File: config.mk
export PLATFORM = sky130hd
export DESIGN_NAME = alu_control_seq
export DESIGN_NICKNAME = d
export VERILOG_FILES = /design/src/rtl/alu_control_seq.sv
export SDC_FILE = /design/constraint.sdc
export NUM_CORES = 1
export LEC_CHECK = 0
export CORE_MARGIN = 8
export CORE_UTILIZATION = 44
export DETAILED_ROUTE_END_ITERATION = 8
export PLACE_DENSITY = 0.82
export REMOVE_ABC_BUFFERS = 1
export SETUP_SLACK_MARGIN = 0.2
export SYNTH_ARGS = -nofsm -noshare
export SYNTH_HDL_FRONTEND = slang
export SYNTH_SLANG_ARGS = --single-unit
File: constraint.sdc
create_clock -name clk -period 2.4 [get_ports clk]
set_input_delay 0.48 -clock clk [delete_from_list [all_inputs] [get_ports clk]]
set_output_delay 0.48 -clock clk [all_outputs]
set_load 0.05 [all_outputs]
File: src/rtl/alu_control_seq.sv
// Registered ALU control decoder with valid/ready handshake and multi-cycle mult/div hold.
// Optional shift decode under alu_op 2 is enabled by defining ALU_CTRL_SHIFT_EN.
module alu_control_seq #(
  parameter int FUNC_W    = 6,
  parameter int ALUOP_W   = 3,
  parameter int CTRL_W    = 4,
  parameter int MD_CYCLES = 32
) (
  input  logic               clk,
  input  logic               rst,
  input  logic               flush,
  input  logic               in_valid,
  output logic               in_ready,
  input  logic [FUNC_W-1:0]  func,
  input  logic [ALUOP_W-1:0] alu_op,
  output logic               out_valid,
  input  logic               out_ready,
  output logic [CTRL_W-1:0]  alu_control,
  output logic               jr_sel,
  output logic               illegal,
  output logic               md_start,
  output logic               md_busy
);

  localparam int CNT_W = $clog2(MD_CYCLES + 1);

  typedef enum logic [1:0] {
    IDLE    = 2'd0,
    HOLD    = 2'd1,
    MD_BUSY = 2'd2
  } state_t;

  typedef struct packed {
    logic [CTRL_W-1:0] ctrl;
    logic              jr;
    logic              ill;
    logic              md;
  } dec_t;

  function automatic dec_t decode(input logic [ALUOP_W-1:0] op, input logic [FUNC_W-1:0] fn);
    dec_t d;
    d.ctrl = '0;
    d.jr   = 1'b0;
    d.ill  = 1'b0;
    d.md   = 1'b0;
    case (op)
      ALUOP_W'(3'd0): d.ctrl = CTRL_W'(4'd2);
      ALUOP_W'(3'd1): d.ctrl = CTRL_W'(4'd6);
      ALUOP_W'(3'd3): d.ctrl = CTRL_W'(4'd1);
      ALUOP_W'(3'd4): d.ctrl = CTRL_W'(4'd13);
      ALUOP_W'(3'd2): begin
        case (fn)
          FUNC_W'(6'd32), FUNC_W'(6'd33): d.ctrl = CTRL_W'(4'd2);
          FUNC_W'(6'd34), FUNC_W'(6'd35): d.ctrl = CTRL_W'(4'd6);
          FUNC_W'(6'd36): d.ctrl = CTRL_W'(4'd0);
          FUNC_W'(6'd37): d.ctrl = CTRL_W'(4'd1);
          FUNC_W'(6'd39): d.ctrl = CTRL_W'(4'd12);
          FUNC_W'(6'd42): d.ctrl = CTRL_W'(4'd7);
          FUNC_W'(6'd8):  d.jr   = 1'b1;
          FUNC_W'(6'd24), FUNC_W'(6'd25): begin
            d.ctrl = CTRL_W'(4'd8);
            d.md   = 1'b1;
          end
          FUNC_W'(6'd26), FUNC_W'(6'd27): begin
            d.ctrl = CTRL_W'(4'd9);
            d.md   = 1'b1;
          end
`ifdef ALU_CTRL_SHIFT_EN
          FUNC_W'(6'd0), FUNC_W'(6'd4): d.ctrl = CTRL_W'(4'd13);
          FUNC_W'(6'd2), FUNC_W'(6'd6): d.ctrl = CTRL_W'(4'd14);
          FUNC_W'(6'd3), FUNC_W'(6'd7): d.ctrl = CTRL_W'(4'd15);
`endif
          default: d.ill = 1'b1;
        endcase
      end
      default: d.ill = 1'b1;
    endcase
    return d;
  endfunction

  state_t            state_r, state_s;
  logic [CNT_W-1:0]  cnt_r, cnt_s;
  logic [CTRL_W-1:0] ctrl_r, ctrl_s;
  logic              jr_r, jr_s;
  logic              ill_r, ill_s;
  logic              out_valid_r, md_start_r, md_busy_r, md_start_s;
  logic              in_ready_s, accept_s;
  dec_t              dec_s;

  assign in_ready_s  = !flush && (state_r != MD_BUSY) && (!out_valid_r || out_ready);
  assign accept_s    = in_valid && in_ready_s;
  assign in_ready    = in_ready_s;
  assign out_valid   = out_valid_r;
  assign alu_control = ctrl_r;
  assign jr_sel      = jr_r;
  assign illegal     = ill_r;
  assign md_start    = md_start_r;
  assign md_busy     = md_busy_r;

  // Next-state, counter and decoded-field selection.
  always_comb begin
    state_s    = state_r;
    cnt_s      = cnt_r;
    ctrl_s     = ctrl_r;
    jr_s       = jr_r;
    ill_s      = ill_r;
    md_start_s = 1'b0;
    dec_s      = decode(alu_op, func);
    if (flush) begin
      state_s = IDLE;
      cnt_s   = '0;
    end else if (accept_s) begin
      ctrl_s = dec_s.ctrl;
      jr_s   = dec_s.jr;
      ill_s  = dec_s.ill;
      if (dec_s.md) begin
        state_s    = MD_BUSY;
        cnt_s      = CNT_W'(MD_CYCLES);
        md_start_s = 1'b1;
      end else begin
        state_s = HOLD;
        cnt_s   = '0;
      end
    end else begin
      case (state_r)
        IDLE: state_s = IDLE;
        HOLD: begin
          if (out_ready) begin
            state_s = IDLE;
          end else begin
            state_s = HOLD;
          end
        end
        MD_BUSY: begin
          // Last busy cycle is when the counter reads one; the result is presented next.
          if (cnt_r <= CNT_W'(1'b1)) begin
            state_s = HOLD;
            cnt_s   = '0;
          end else begin
            cnt_s = cnt_r - CNT_W'(1'b1);
          end
        end
        default: begin
          state_s = IDLE;
          cnt_s   = '0;
        end
      endcase
    end
  end

  // State, counter and registered outputs.
  always_ff @(posedge clk or posedge rst) begin
    if (rst) begin
      state_r     <= IDLE;
      cnt_r       <= '0;
      ctrl_r      <= '0;
      jr_r        <= 1'b0;
      ill_r       <= 1'b0;
      out_valid_r <= 1'b0;
      md_start_r  <= 1'b0;
      md_busy_r   <= 1'b0;
    end else begin
      state_r     <= state_s;
      cnt_r       <= cnt_s;
      ctrl_r      <= ctrl_s;
      jr_r        <= jr_s;
      ill_r       <= ill_s;
      out_valid_r <= (state_s == HOLD);
      md_start_r  <= md_start_s;
      md_busy_r   <= (state_s == MD_BUSY);
    end
  end

endmodule

Word-level counts from Yosys, hierarchy flattened

Index checks and enable logic that the tools add are counted.

Register bits after elaboration: 17
Logic and storage cells: 73

$add $sub $neg: 1
Magnitude comparators: 1
Eq/ne operators: 23
Multiplexer cells: 22
Bitwise operators: 1
Reductions and logical operators: 17

Operators by type and width:

| operator            | count |
|---|---|
| $eq 6x6->1 const B  | 8 |
| $pmux 4 s7          | 1 |
| $eq 6x5->1 const B  | 4 |
| $mux 6              | 4 |
| $pmux 4 s5          | 1 |
| $reduce_or 13->1    | 1 |
| $pmux 6 s2          | 1 |
| $reduce_or 2->1     | 5 |
| $mux 1              | 9 |
| $mux 2              | 4 |
| $reduce_or 4->1     | 2 |
| $eq 3x2->1 const B  | 2 |
| $eq 6x4->1 const B  | 1 |
| $le 6x1->1 const B  | 1 |
| $sub 6x1->6 const B | 1 |
| $eq 2x1->1 const B  | 2 |
| $eq 2x2->1 const B  | 2 |
| $pmux 2 s2          | 1 |
| $eq 3x1->1 const B  | 1 |
| $eq 3x3->1 const B  | 1 |
| $logic_and 1x1->1   | 3 |
| $logic_not 3->1     | 1 |
| $ne 3x1->1 const B  | 1 |
| $logic_not 1->1     | 2 |
| other kinds (6)     | 6 |

Longest topological paths before layout

Gate-level depths: netlist of run 1.

Word-level depth: 8
Depth in mapped cells: 7
Gate-level depth less buffers: 6

Worst setup path after synthesis of run 1

No wires, ideal clock.

Path type: register to output
Start: reg out_valid_r, in the netlist out_valid
End: out in_ready
Arrival time: 1195 ps
Data required time: 1920 ps
Setup slack: 725 ps
Cell stages (with the launch flop): 3
Path buffers: 0
Cells stage by stage: dfrtp_1 -> nand2b_1 -> and2_1

Cells in the longest elaborated chain, start to end: 3

RTL lines:

| item                   | RTL line | source |
|---|---|---|
| from (decl)            | 86       | `logic out_valid_r, md_start_r, md_busy_r, md_start_s;` |
| from (signal assigned) | 168      | `out_valid_r <= (state_s == HOLD);` |
| $logic_not 1->1        | 90       | `assign in_ready_s = !flush && (state_r != MD_BUSY) && (!out_valid_r \|\| out_ready);` |
| $logic_or 1x1->1       | 90       |  |
| $logic_and 1x1->1      | 90       |  |
| to (decl)              | 13       | `output logic in_ready,` |

No other way between the ends.

Final worst setup path of run 1

Start: reg state_r[0]
End: out in_ready

Cells in the longest elaborated chain, start to end: 3

RTL lines:

| item                           | RTL line | source |
|---|---|---|
| from (decl)                    | 81       | `state_t state_r, state_s;` |
| from (signal assigned)         | 163      | `state_r <= state_s;` |
| $ne 2x2->1                     | 90       |  |
| $logic_and 1x1->1 (2 in a row) | 90       |  |

No other way between the ends.

==> results of run 1 <==
==> Yosys cell counts (all sizes together), types with 4 or more instances <==
master  number
nor2b        6
o31ai        5
ha           5
nor2         7
inv         12
nand2       11
o21ai        7
dfrtp       17
nand2b       4
a21oi        9
nand3        4
==> through the flow <==
step	setup WS, ns	hold slack (ns)
floorplan	0.725	0.406
global placement	0.327	0.486
detailed placement	0.346	0.498
CTS	0.433	0.521
global route	0.326	0.539
finish	0.435	0.507
==> area by class of cell <==
| type | instances | share of cell area, % |
|---|---|---|
| well taps | 30 | 2.70 |
| multi-input cells | 91 | 43.7 |
| clock buffers | 4 | 1.89 |
| inverters | 12 | 3.24 |
| repair buffers | 24 | 17.8 |
| flip-flops and latches | 17 | 30.6 |
==> per-layer routing <==
layer	up-vias	track usage [%]	share of wire, %
li1	502	-	-
met1	502	13.9	41
met2	26	21.8	53
met3	4	1.19	4.3
met4	0	5.18	1.5
met5	-	0	0
==> state kept, by name, summed over array words and instances (netlist names) <==
signal       cells
alu_control      4
md_start         1
out_valid        1
jr_sel           1
state_r          2
cnt_r            6
md_busy          1
illegal          1
==> power by group <==
group	internal [W]	switching, W	leakage, nW	total (W)
Clock	0.0000645	0.0000866	0.0150	0.000151
Combinational	0.0000735	0.000112	0.377	0.000186
Sequential	0.000301	0.00000863	0.228	0.000309
==> worst max path at each step <==
| stage | start | end | cells past startpoint |
|---|---|---|---|
| after floorplan | out_valid | in_ready | 2 |
| after global placement | out_ready | illegal | 5 |
| after detailed placement | flush | illegal | 5 |
| after CTS | state_r[0] | in_ready | 5 |
| after global routing | state_r[0] | in_ready | 5 |
| final | state_r[0] | in_ready | 5 |
==> cells by family (layout without fill, tap and decap cells) <==
family | Yosys count | after routing | synth area share [%]
AOI/OAI and AO/OA | 37 | 37 | 23.8
adders and majority gates | 5 | 5 | 5.76
buffers and inverters | 14 | 40 | 4.84
DFF | 17 | 17 | 39.2
muxes | 1 | 1 | 0.922
and+or+nand+nor | 48 | 48 | 25.5
==> worst reg2reg max path, cell delays in order (launching register included) <==
cell and delay, ns:
dfrtp_1 0.43, inv_1 0.08, ha_1 0.22, or2_2 0.31, a2111o_1 0.50, a21oi_1 0.15, a211o_2 0.12
==> impl_results.md, run 1 <==
- Ys flop type: dfrtp_1
- Post-synth top area share: 39.2%
- Final critical-path required period: 1.97 ns
- Grt ovf: 0
- # diodes: 0
- Root buffer cell: clkbuf_4
- Largest net degree at the start of global routing: 18
- Post-synth ARST share: 100%
- RR Endpoint: cnt_r[5]
- YS warnings: 0
- HPWL after DPL: 2190 microns
- Num ports: 24
- Synth Cell Area: 1090 sq um
- VDD IR max: 0.000211 V
- Setup-failing EPs final: 0
- Setup tns final: 0 ns
- Share of layout cells above drive strength 1: 8.11%
- Drt pass-1 iters: 4
- Antenna violations before repair: 0
- Max Cap Viol: 0
- Initial Utilization: 45.1%
- CTS-repair resized insts: 0
- Clock sink count: 17
- CP bufs+invs: 2
- R2R cell count: 6
- Wirelength per Cell: 15.1 microns
- Routed Antenna Nets: 0
- Post-CTS Setup Inserts: 0
- Multi-input gate area: 608 sq um
- Gr usage total: 12.1%
- Min-delay worst type: register to register
- Max clock buf depth: 2
- Critical-path cell list: inv_1 -> ha_1 -> nor2_1 -> and2_1 -> buf_12
- CP top delay family: flip-flops
- Highest-count cells in the layout ignoring fill and taps: clkdlybuf4s50_1 (22), dfrtp_1 (17), inv_1 (12)
- RD Place Congestion: 0.912
- 1st-iter DRT viols: 54
- Critical Path Max Stage Delay: 0.40 ns
- Clock Skew: 0.00235 ns
- CTS Buf Count: 3
- RSZ-0062 raised after global routing: false
- Rows: 18
- Slew Limit Fails: 0
- Width of the die: 65.7 microns
- Slew HR: 57.5%
- Worst reg-to-reg setup slack: 0.55 ns
- Yosys cell types: 39
- Nets: 168
- # hold bufs at CTS: 0
- Register area: 425 sq um
- Least-Margin Pin Slew: 0.636 ns
- Cell depth of the worst min-delay path: 2
- Core footprint: 2410 sq um
- Area contributors post-synth: dfrtp_1 (39%), ha_1 (5.8%), a21oi_1 (4.1%)
- Commonest non-fill, non-tap cell in the layout: clkdlybuf4s50_1
- Fmax achieved: 509 MHz
- Die Ht: 65.7 microns
- Reg clk slew, reported paths: 0.10 ns
- H-tree depth: 1
- Tcrit/Tclk final: 81.9%
- EDFF count, synth: 0
- Fill count: 225
- Placed cell count: 174
- DP Area: 1360 sq um
- Synth Instances: 122
- Final hold vios: 0
- Area Growth Syn to Fin: 28.0%
- Critical Path AT: 1.49 ns
- Area leader, netlist: dfrtp_1
- WS Path Type: register to output pin
- First-pass GRT wire length: 4310 microns
- Post-route DRC: 0
- Final core utilization: 57.7%
- Vias post-DR: 1034
- Slowest CP cell: dfrtp_1
- CTS tree: done
- Final instance area: 1390 sq um
- Clock Latency Late Sink: 0.28 ns
- Syn avg cell area: 8.90 sq um
- Via/cell ratio: 5.81
- Worst hold path startpoint: jr_sel
- CP Max Fanout: 3
- Worst Setup End Kind: output pin
- Vias in the first global route: 1029
- Leak Pwr: 0.620 nW
- Routed WL: 2690 microns
- DIE AREA: 4310 sq um
- Finished Layout Cells: 178
- Sequential fraction of the synthesis area: 39.2%
- Element type at the critical path start: register
- CP required: 1.92 ns
- Worst R2R Start: cnt_r[0]
- Final Power: 0.000646 W
- FF+latch count, synth: 17
- Pwr dens: 465 nW/um^2
- IO buf count: 23
- Hold Crit Endpoint: jr_sel
- Outcome: finished, final reports clean
(Power assumes the default switching activity.)
==> inputs of run 2 (changes only) <==
- clock period: 2.4 -> 1.9 ns (I/O delays scaled with it)
==> run 2 against run 1 <==
  * Critical path depth shrank 1
  * Global-route usage grew 0.37 points
  * Clock skew rose by 0.0048 ns
  * Die area is the same
  * Sequential share of layout area is 1.5 points lower
  * Clock-buffer cell count shrank 1
  * Flip-flop and latch count stayed put
  * Non-clock buffer count increased by 8
  * Sequential power is 27% higher
  * Clock power grew 26%
  * Combinational power grew 30%
  * Critical path type is now primary input to output pin
  * Critical endpoint unchanged
  * Largest cell class unchanged
  * Largest power group unchanged
  * Highest routed layer unchanged
==> impl_results.md, run 2 (synthesized netlist as in run 1, its figures left out) <==
- Outcome: finished, final reports clean
- Num ports: 24 (unchanged)
- Grt ovf: 0 (unchanged)
- CTS Buf Count: 3 (unchanged)
- Finished Layout Cells: 186 (+4.5%)
- CP startpoint: flush
- Setup-failing EPs final: 0 (unchanged)
- Placed cell count: 179 (+2.9%)
- Reg clk slew, reported paths: 0.10 ns (about the same)
- Fill count: 220 (-2.2%)
- WS Path Type: primary input to output pin
- 1st-iter DRT viols: 65 (+20%)
- Share of layout cells above drive strength 1: 24.4% (+16 points)
- R2R cell count: 5 (-1)
- Leak Pwr: 0.688 nW (+11%)
- Highest-count cells in the layout ignoring fill and taps: dfrtp_1 (17), buf_4 (16), clkdlybuf4s50_1 (13)
- Clock Latency Late Sink: 0.29 ns (about the same)
- Via/cell ratio: 5.71 (-1.7%)
- VDD IR max: 0.000273 V (+30%)
- RR Endpoint: cnt_r[5]
- Final hold vios: 0 (unchanged)
- Critical Path AT: 1.36 ns (-0.13 ns)
- Largest net degree at the start of global routing: 18 (unchanged)
- # diodes: 0 (unchanged)
- H-tree depth: 1 (unchanged)
- Wirelength per Cell: 14.5 microns (-4.0%)
- Pwr dens: 563 nW/um^2 (+21%)
- Rows: 18 (unchanged)
- RSZ-0062 raised after global routing: true
- IO buf count: 23 (unchanged)
- Max clock buf depth: 2 (unchanged)
- Drt pass-1 iters: 4 (unchanged)
- Worst R2R Start: cnt_r[0]
- Hold slack: 0.458 ns (-0.0486 ns)
- Clock sink count: 17 (unchanged)
- Gr usage total: 12.4% (+0.37 points)
- Die Ht: 65.7 microns (unchanged)
- Final critical-path required period: 1.74 ns
- RD Place Congestion: 0.822 (-9.8%)
- Initial Utilization: 45.1% (unchanged)
- Nets: 176 (+4.8%)
- Worst Setup End Kind: output pin
- Tcrit/Tclk final: 91.4%
- Reg with most FFs: cnt_r
- Max Cap Viol: 0 (unchanged)
- Clock Skew: 0.00712 ns (+0.00477 ns)
- Slew HR: 58.1% (+0.57 points)
- Max reg flops: 6 (unchanged)
- CTS tree: done
- CP required: 1.52 ns (-0.40 ns)
- DIE AREA: 4310 sq um (unchanged)
- # hold bufs at CTS: 0 (unchanged)
- Area Growth Syn to Fin: 34.7%
- Fmax achieved: 576 MHz
- Routed WL: 2700 microns (+0.30%)
- Slew Limit Fails: 0 (unchanged)
- Commonest non-fill, non-tap cell in the layout: dfrtp_1
- Worst reg-to-reg setup slack: 0.26 ns (-0.29 ns)
- Element type at the critical path start: primary input
- Core footprint: 2410 sq um (unchanged)
- Least-Margin Pin Slew: 0.628 ns (-0.00856 ns)
- Min-delay worst type: primary input to asynchronous set/reset pin
- Vias in the first global route: 1025 (-0.39%)
- Post-route DRC: 0 (unchanged)
- Antenna violations before repair: 0 (unchanged)
- Routed Antenna Nets: 0 (unchanged)
- Setup tns final: 0 ns (unchanged)
- Root buffer cell: clkbuf_4
- Width of the die: 65.7 microns (unchanged)
- First-pass GRT wire length: 4380 microns (+1.8%)
- HPWL after DPL: 2130 microns (-2.5%)
- CP Max Fanout: 4 (+1)
- Vias post-DR: 1062 (+2.7%)
## run 2: cell count changes in the layout (fill, tap and decap cells not counted), sizes merged
| cell | change |
|---|---|
| clkbuf | -1 |
| clkinv | +1 |
| clkdlybuf4s50 | -9 |
| buf | +15 |
| dlygate4sd2 | +2 |
## run 2: critical path: stages
cell             delay [ns]
clkdlybuf4s50_1        0.49
nor2_2                 0.19
and2_4                 0.17
buf_12                 0.13
## run 2: power by group
group          leakage (nW)  internal (W)  switching, W
combinational         0.443     0.0000979      0.000144
sequential            0.228      0.000380     0.0000109
clock                0.0177     0.0000783      0.000112
## run 2: how the worst max path moves through the flow
stage	cells past startpoint	end	slack, ns
3_5_place_dp	6	cnt_r[2]	0.06
6_report	4	in_ready	0.16
2_1_floorplan	6	cnt_r[5]	0.23
5_1_grt	4	in_ready	0.12
4_1_cts	5	in_ready	0.09
3_3_place_gp	5	alu_control[3]	0.06
## run 2: layout make-up
cell class              count  area, sq um  area share, %
multi-input cells          91          639           43.7
flip-flops and latches     17          425           29.1
repair buffers             32          288           19.7
inverters                  12         45.0           3.08
well taps                  30         37.5           2.57
clock buffers               3         22.5           1.54
clock inverters             1         5.00          0.342
## run 2: stage by stage
stage	utilization [%]	instance area [sq um]	setup WS [ns]	total power, W
after detailed placement	57.4	1380	0.0617	0.000633
after global placement	57.4	1380	0.0599	0.000627
final	60.7	1460	0.164	0.000823
after CTS	59.6	1440	0.0921	0.000825
after floorplan	-	1080	0.228	0.000528
after global routing	60.7	1460	0.123	0.000862
## run 2: timing repair
item / in CTS / in global routing
resized for setup: 5 / 9
hold endpoints to repair: 0 / 0
pin swaps: 1 / 1
setup endpoints to repair: 11 / 9
setup buffers: 2 / 1
## run 2: layer usage
layer  track usage (%)  share of wire (%)  vias up
li1                  -                  -      514
met4              6.27                2.0        0
met1              13.0                 41      503
met2              23.6                 51       40
met5                 0                  0        -
met3              1.36                5.2        5
==> inputs of run 3 (changes only) <==
- ABC_CLOCK_PERIOD_IN_PS: unset -> 1900
==> results of run 3 <==
Final layout, timing and power as in run 2 (identical DEF).
